## src/rtl/conv_seq_fsm_pkg.sv

```systemverilog
// Shared types and datapath defaults for the convolution sequencer.
// Address/latency defaults must agree with the Conv lanes and MCU buffer.
package conv_seq_fsm_pkg;

  localparam int NB_ADDRESS_D = 10;
  localparam int M_LEN_D      = 3;
  localparam int CONV_LAT_D   = 3;
  localparam int NB_BLK_D     = 4;

  typedef enum logic [2:0] {
    ST_IDLE  = 3'd0,
    ST_KLOAD = 3'd1,
    ST_RUN   = 3'd2,
    ST_FLUSH = 3'd3,
    ST_WAIT  = 3'd4
  } state_e;

endpackage

```

## src/rtl/conv_seq_fsm_if.sv

```systemverilog
// Micro-side commands and datapath strobes of the conv sequencer.
// master = command/consumer side, slave = the sequencer.
interface conv_seq_fsm_if
  import conv_seq_fsm_pkg::*;
#(
  parameter int NB_ADDRESS = NB_ADDRESS_D,
  parameter int NB_BLK     = NB_BLK_D
);

  logic                  i_start;
  logic                  i_next;
  logic [NB_ADDRESS-1:0] i_last_addr;
  logic [NB_BLK-1:0]     i_nblk;
  logic [NB_ADDRESS-1:0] o_RAddr;
  logic [NB_ADDRESS-1:0] o_WAddr;
  logic                  o_valid;
  logic                  o_ki;
  logic                  o_sop;
  logic                  o_eop;
  logic                  o_chblk;
  logic [NB_BLK-1:0]     o_blk;
  logic                  o_done;

  modport master (
    output i_start, i_next, i_last_addr, i_nblk,
    input  o_RAddr, o_WAddr, o_valid, o_ki, o_sop,
    input  o_eop, o_chblk, o_blk, o_done
  );

  modport slave (
    input  i_start, i_next, i_last_addr, i_nblk,
    output o_RAddr, o_WAddr, o_valid, o_ki, o_sop,
    output o_eop, o_chblk, o_blk, o_done
  );

endinterface

```

## src/rtl/conv_seq_fsm_edge_det.sv

```systemverilog
// Rising-edge detector for a GPIO level; one register of history.
module conv_seq_fsm_edge_det (
  input  logic clk_i,
  input  logic rst_i,
  input  logic in_i,
  output logic edge_o
);

  logic prev_q;

  always_ff @(posedge clk_i or posedge rst_i) begin
    if (rst_i) prev_q <= 1'b0;
    else       prev_q <= in_i;
  end

  assign edge_o = in_i & ~prev_q;

endmodule

```

## src/rtl/conv_seq_fsm.sv

```systemverilog
// Frame sequencer: kernel load, per-block image sweep with write-back
// trailing the read address by the Conv pipeline latency.
module conv_seq_fsm
  import conv_seq_fsm_pkg::*;
#(
  parameter int NB_ADDRESS = NB_ADDRESS_D,
  parameter int M_LEN      = M_LEN_D,
  parameter int CONV_LAT   = CONV_LAT_D,
  parameter int NB_BLK     = NB_BLK_D
) (
  input logic           CLK100MHZ,
  input logic           i_reset,
  conv_seq_fsm_if.slave bus
);

  localparam int CW = $clog2(CONV_LAT + 1);
  localparam logic [CW-1:0] CNT_SAT = CW'(CONV_LAT);
  localparam logic [CW-1:0] CNT_ONE = CW'(1);
  localparam logic [NB_ADDRESS-1:0] A_ONE = NB_ADDRESS'(1);
  localparam logic [NB_ADDRESS-1:0] KL_LAST = NB_ADDRESS'(M_LEN - 1);
  localparam logic [NB_BLK-1:0] B_ONE = NB_BLK'(1);

  state_e                state_q, state_d;
  logic [NB_ADDRESS-1:0] raddr_q, raddr_d;
  logic [NB_ADDRESS-1:0] waddr_q, waddr_d;
  logic [NB_ADDRESS-1:0] last_q, last_d;
  logic [CW-1:0]         cnt_q, cnt_d;
  logic [NB_BLK-1:0]     blk_q, blk_d;
  logic [NB_BLK-1:0]     nblk_q, nblk_d;
  logic valid_q, valid_d, ki_q, ki_d;
  logic sop_q, sop_d, eop_q, eop_d;
  logic chblk_q, chblk_d, done_q, done_d;
  logic start_edge, next_edge;

  conv_seq_fsm_edge_det u_start (
    .clk_i  (CLK100MHZ),
    .rst_i  (i_reset),
    .in_i   (bus.i_start),
    .edge_o (start_edge)
  );

  conv_seq_fsm_edge_det u_next (
    .clk_i  (CLK100MHZ),
    .rst_i  (i_reset),
    .in_i   (bus.i_next),
    .edge_o (next_edge)
  );

  always_comb begin
    state_d = state_q;
    raddr_d = raddr_q;
    waddr_d = waddr_q;
    last_d  = last_q;
    cnt_d   = cnt_q;
    blk_d   = blk_q;
    nblk_d  = nblk_q;
    chblk_d = 1'b0;
    done_d  = 1'b0;
    unique case (state_q)
      ST_IDLE: begin
        if (start_edge) begin
          state_d = ST_KLOAD;
          last_d  = bus.i_last_addr;
          nblk_d  = bus.i_nblk;
          blk_d   = '0;
          raddr_d = '0;
          waddr_d = '0;
        end
      end
      ST_KLOAD: begin
        if (raddr_q == KL_LAST) begin
          state_d = ST_RUN;
          raddr_d = '0;
          waddr_d = '0;
          cnt_d   = '0;
        end else begin
          raddr_d = raddr_q + A_ONE;
        end
      end
      ST_RUN: begin
        // write side starts once the first result is out of the pipe
        if (cnt_q == CNT_SAT) waddr_d = waddr_q + A_ONE;
        else                  cnt_d   = cnt_q + CNT_ONE;
        if (raddr_q == last_q) state_d = ST_FLUSH;
        else                   raddr_d = raddr_q + A_ONE;
      end
      ST_FLUSH: begin
        if (waddr_q == last_q) begin
          state_d = ST_WAIT;
          done_d  = (blk_q == nblk_q);
        end else begin
          waddr_d = waddr_q + A_ONE;
        end
      end
      ST_WAIT: begin
        if (blk_q == nblk_q) begin
          state_d = ST_IDLE;
        end else if (next_edge) begin
          state_d = ST_RUN;
          chblk_d = 1'b1;
          blk_d   = blk_q + B_ONE;
          raddr_d = '0;
          waddr_d = '0;
          cnt_d   = '0;
        end
      end
      default: state_d = ST_IDLE;
    endcase
    valid_d = (state_d == ST_KLOAD) || (state_d == ST_RUN);
    ki_d    = (state_d == ST_IDLE) || (state_d == ST_KLOAD);
    sop_d   = (state_d == ST_RUN) || (state_d == ST_FLUSH);
    eop_d   = (state_d == ST_IDLE) || (state_d == ST_WAIT);
  end

  always_ff @(posedge CLK100MHZ or posedge i_reset) begin
    if (i_reset) begin
      state_q <= ST_IDLE;
      raddr_q <= '0;
      waddr_q <= '0;
      last_q  <= '0;
      cnt_q   <= '0;
      blk_q   <= '0;
      nblk_q  <= '0;
      valid_q <= 1'b0;
      ki_q    <= 1'b1;
      sop_q   <= 1'b0;
      eop_q   <= 1'b1;
      chblk_q <= 1'b0;
      done_q  <= 1'b0;
    end else begin
      state_q <= state_d;
      raddr_q <= raddr_d;
      waddr_q <= waddr_d;
      last_q  <= last_d;
      cnt_q   <= cnt_d;
      blk_q   <= blk_d;
      nblk_q  <= nblk_d;
      valid_q <= valid_d;
      ki_q    <= ki_d;
      sop_q   <= sop_d;
      eop_q   <= eop_d;
      chblk_q <= chblk_d;
      done_q  <= done_d;
    end
  end

  assign bus.o_RAddr = raddr_q;
  assign bus.o_WAddr = waddr_q;
  assign bus.o_valid = valid_q;
  assign bus.o_ki    = ki_q;
  assign bus.o_sop   = sop_q;
  assign bus.o_eop   = eop_q;
  assign bus.o_chblk = chblk_q;
  assign bus.o_blk   = blk_q;
  assign bus.o_done  = done_q;

endmodule

```

## src/flat_wrapper.sv

```systemverilog
// flat-port wrapper written by rule: the top's interface ports become plain ports
module conv_seq_fsm_flat import conv_seq_fsm_pkg::*;
#(
  parameter int NB_ADDRESS = NB_ADDRESS_D,
  parameter int M_LEN      = M_LEN_D,
  parameter int CONV_LAT   = CONV_LAT_D,
  parameter int NB_BLK     = NB_BLK_D
)
  (CLK100MHZ, i_reset, bus_i_start, bus_i_next, bus_i_last_addr, bus_i_nblk, bus_o_RAddr, bus_o_WAddr, bus_o_valid, bus_o_ki, bus_o_sop, bus_o_eop, bus_o_chblk, bus_o_blk, bus_o_done);
  conv_seq_fsm_if #(.NB_ADDRESS(NB_ADDRESS), .NB_BLK(NB_BLK)) bus_i ();
  input logic CLK100MHZ;
  input logic i_reset;
  input wire logic [$bits(bus_i.i_start)-1:0] bus_i_start;
  input wire logic [$bits(bus_i.i_next)-1:0] bus_i_next;
  input wire logic [$bits(bus_i.i_last_addr)-1:0] bus_i_last_addr;
  input wire logic [$bits(bus_i.i_nblk)-1:0] bus_i_nblk;
  output wire logic [$bits(bus_i.o_RAddr)-1:0] bus_o_RAddr;
  output wire logic [$bits(bus_i.o_WAddr)-1:0] bus_o_WAddr;
  output wire logic [$bits(bus_i.o_valid)-1:0] bus_o_valid;
  output wire logic [$bits(bus_i.o_ki)-1:0] bus_o_ki;
  output wire logic [$bits(bus_i.o_sop)-1:0] bus_o_sop;
  output wire logic [$bits(bus_i.o_eop)-1:0] bus_o_eop;
  output wire logic [$bits(bus_i.o_chblk)-1:0] bus_o_chblk;
  output wire logic [$bits(bus_i.o_blk)-1:0] bus_o_blk;
  output wire logic [$bits(bus_i.o_done)-1:0] bus_o_done;
  assign bus_i.i_start = bus_i_start;
  assign bus_i.i_next = bus_i_next;
  assign bus_i.i_last_addr = bus_i_last_addr;
  assign bus_i.i_nblk = bus_i_nblk;
  assign bus_o_RAddr = bus_i.o_RAddr;
  assign bus_o_WAddr = bus_i.o_WAddr;
  assign bus_o_valid = bus_i.o_valid;
  assign bus_o_ki = bus_i.o_ki;
  assign bus_o_sop = bus_i.o_sop;
  assign bus_o_eop = bus_i.o_eop;
  assign bus_o_chblk = bus_i.o_chblk;
  assign bus_o_blk = bus_i.o_blk;
  assign bus_o_done = bus_i.o_done;
  conv_seq_fsm #(.NB_ADDRESS(NB_ADDRESS), .M_LEN(M_LEN), .CONV_LAT(CONV_LAT), .NB_BLK(NB_BLK)) u_core (.CLK100MHZ(CLK100MHZ), .i_reset(i_reset), .bus(bus_i));
endmodule
```

## config.mk

```make
export PLATFORM = sky130hd
export DESIGN_NAME = conv_seq_fsm_flat
export DESIGN_NICKNAME = d
export VERILOG_FILES = /design/src/rtl/conv_seq_fsm_pkg.sv /design/src/rtl/conv_seq_fsm_if.sv /design/src/rtl/conv_seq_fsm_edge_det.sv /design/src/rtl/conv_seq_fsm.sv /design/src/flat_wrapper.sv
export SDC_FILE = /design/constraint.sdc
export NUM_CORES = 1
export LEC_CHECK = 0
export ABC_CLOCK_PERIOD_IN_PS = 1900
export CORE_ASPECT_RATIO = 1.25
export CORE_MARGIN = 2
export CORE_UTILIZATION = 48
export DETAILED_ROUTE_END_ITERATION = 7
export HOLD_SLACK_MARGIN = 0.08
export PLACE_DENSITY_LB_ADDON = 0.08
export RECOVER_POWER = 100
export SYNTH_ARGS = -nofsm -noshare
export SYNTH_HDL_FRONTEND = slang
export SYNTH_SLANG_ARGS = --single-unit
```

## constraint.sdc

```tcl
create_clock -name CLK100MHZ -period 1.9 [get_ports CLK100MHZ]
set_input_delay 0.285 -clock CLK100MHZ [delete_from_list [all_inputs] [get_ports CLK100MHZ]]
set_output_delay 0.285 -clock CLK100MHZ [all_outputs]
set_load 0.03 [all_outputs]
```

==> metrics <==
status complete, no violations; final setup margin 0.00589 ns; dpl hpwl 5220 microns; dpl ws -0.126 ns; CP peak stage delay 0.42 ns; Die W 74.3 microns; GPL Wtd Cong 0.829; MaxCap Viol Count 0; routed len/inst 15.9 microns; top post-synthesis cells by area dfrtp_1 (41%), xnor2_1 (6.5%), mux2_2 (6.1%), mux2i_1 (3.7%), o21bai_1 (2.8%); unrepaired setup endpoints after global routing yes; highest clock rate 0.528 GHz; vias post-DR 2517; Required @ worst endpoint 2.10 ns; Pwr Total 5.62 mW; die area 6820 sq um; share of layout cells above drive strength 1 32.4%; CTS sink count 51; iteration-0 DRC count of the detailed router 99; post-route ant nets 0; drt pass-1 iters 4; min-delay src bus_i_next; ant diodes 0; Post-synth EDFFs 0; core area 6090 sq um; pwr dens 1340 nW/um^2; initial antenna violation count 0; ys flop type dfrtp_1; critical path capture point type register; die height 91.8 microns; post-synth cell types 54; Peak VDD IR 0.000677 V; Congestion Overflow GR 0; Root Driver clkbuf_8; Slew Viols, Final 0; Worst-path clk slew 0.10 ns; global-route wire length before repair 11600 microns; Hold Violations, Final 0; Mean Syn Cell Area 10.7 sq um; Post-Route WL 7300 microns; min cycle time layout 1.89 ns; clk buf depth 2; Critical Path, Cell by Cell xnor2_2 > a41oi_4 > a21oi_4 > buf_4 > nor2_1 > mux2_2; setup TNS 0 ns; post-synthesis sequential area ratio 43.2%; Site Rows 32; H-tree depth 2; Post-CTS Hold Fix Bufs 0; post-synthesis cell area 2960 sq um; largest net degree at the start of global routing 52; Final Cycle Share 99.7%; CP max FO 6; Worst Setup SP u_core.bus.o_blk[1]; Port Buffer Count 47; vias in the first global route 2319; FF-to-FF Start u_core.bus.o_blk[1]; worst-case hold slack 0.448 ns; Async SR Flop Fraction 100%; nets@finish 396; #FFs+latches synth 51; dominant cell type by area after synthesis dfrtp_1; syn nets 300; leakage 1.71 nW; Remaining DRCs 0; CTS buffer count 5; Arrival @ worst endpoint 2.10 ns; Final setup viols 0; Worst Hold Class in2reg; Vias/cell 5.48; Fillers 497; Worst setup SP type register; slew margin rel. 12.1%; Starting Density 48.7%; slowest CP cell dfrtp_1; worst-skew pair later-pin latency 0.31 ns; top-area cell type share of the netlist area 41.4%; Setup Skew 0.0109 ns; Util after Layout 68.9%; Area growth, synth to finish 41.7%; Ports 48; Synth warnings 0; Worst-Margin Slew 1.32 ns; post-synthesis cell count 277; CTS tree yes; All-Layer GR Usage 22.4%; Setup CP Type reg2reg
[kinds of logic after synthesis]
kind of cell    count (synthesis)  share of synthesized area (%)
simple gates                   94                           20.7
flops                          51                           43.2
compound gates                 48                           11.9
mux                            28                           10.2
xor+xnor                       26                           7.69
buf+inv                        25                           4.22
fa+ha+maj                       5                           2.11
[stage by stage]
stage | instance area, sq um | instances
after floorplan | 2990 | 277
after global placement | 3890 | 443
after detailed placement | 3890 | 443
after CTS | 4080 | 452
after global routing | 4200 | 459
final | 4200 | 459
[flip-flops by register name, summed over array words and instances, names as in the netlist]
register	flops
u_core.bus.o_ki	1
u_core.u_start.prev_q	1
u_core.bus.o_RAddr	10
u_core.bus.o_done	1
u_core.bus.o_sop	1
u_core.bus.o_valid	1
u_core.bus.o_blk	4
u_core.bus.o_WAddr	10
u_core.bus.o_eop	1
u_core.bus.o_chblk	1
u_core.state_q	3
u_core.nblk_q	4
u_core.u_next.prev_q	1
u_core.last_q	10
u_core.cnt_q	2
[critical path: cells and delay by family (launching register included)]
family / cells / cell delay, ns
AO/OA/AOI/OAI: 2 / 0.58
XOR/XNOR: 1 / 0.26
buffers and inverters: 1 / 0.19
flip-flops: 1 / 0.42
multiplexers: 1 / 0.27
AND/OR/NAND/NOR: 1 / 0.05
[cells in the final DEF, fill, tap and decap left out, drive strengths merged, types with 2 or more instances in the layout]
| master | instances |
|---|---|
| nor2b | 2 |
| o211ai | 2 |
| dfrtp | 49 |
| o21ai | 14 |
| and3 | 4 |
| clkbuf | 8 |
| xnor2 | 22 |
| a221o | 2 |
| bufinv | 2 |
| o31ai | 5 |
| buf | 53 |
| nor4b | 2 |
| nand4 | 8 |
| dfstp | 2 |
| nor3 | 9 |
| inv | 10 |
| xor2 | 4 |
| nor4 | 8 |
| and4 | 2 |
| clkdlybuf4s50 | 46 |
| nor3b | 3 |
| a31o | 2 |
| mux2 | 17 |
| nand2 | 10 |
| o21bai | 11 |
| or3 | 4 |
| nand2b | 4 |
| mux2i | 11 |
| nand3 | 15 |
| or4 | 4 |
| a21oi | 7 |
| nor2 | 12 |
| ha | 5 |
[layout make-up]
class / instances / area, sq um / share of cell area [%]
multi-input cells: 202 / 1680 / 40.0
flip-flops and latches: 51 / 1290 / 30.9
repair buffers: 102 / 943 / 22.5
well taps: 85 / 106 / 2.54
clock buffers: 6 / 72.6 / 1.73
clock inverters: 2 / 60.1 / 1.43
inverters: 11 / 41.3 / 0.984
[path summary, 6_finish.rpt]
kind / end / cells after the start / slack, ns
setup / recovery: u_core.bus.o_RAddr[0] / 6 / 0.006
hold / removal: u_core.u_next.prev_q / 1 / 0.45
setup reg to reg: u_core.bus.o_RAddr[0] / 6 / 0.006
hold reg to reg: u_core.cnt_q[1] / 1 / 0.55
max in group asynchronous: u_core.bus.o_WAddr[3] / 3 / 0.30
min in group asynchronous: u_core.nblk_q[1] / 3 / 0.70
[cell usage after synthesis (5+ instances only)]
library cell,number
a21oi_1,5
dfrtp_1,49
nand3_1,15
inv_1,11
ha_1,5
o21bai_1,11
xnor2_1,22
mux2i_1,11
nor2_1,12
nand4_1,8
nor3_1,7
o21ai_0,14
mux2_2,16
nand2_1,10
buf_4,5
[per-layer routing]
| layer | track usage [%] | up-vias | wire (microns) |
|---|---|---|---|
| li1 | - | 1209 | - |
| met1 | 30.6 | 1252 | 3170 |
| met2 | 36.9 | 49 | 3780 |
| met3 | 3.41 | 7 | 268 |
| met4 | 5.95 | 0 | 82 |
| met5 | 0 | - | 0 |
[where the power goes]
group          total [mW]  internal (mW)  leakage, nW  switching [mW]
logic                2.96           1.49         1.01            1.47
clock network       0.898          0.527       0.0654           0.372
registers            1.76           1.41        0.632           0.351
[timing repair]
item / 4_1_cts / 5_1_grt
buffers inserted: 0 / 6
gates resized for setup: 8 / 15
setup endpoints to repair: 15 / 20
gates cloned: 1 / 1
pin swaps: 3 / 8
No activity file was read; power rests on OpenSTA's default activity.
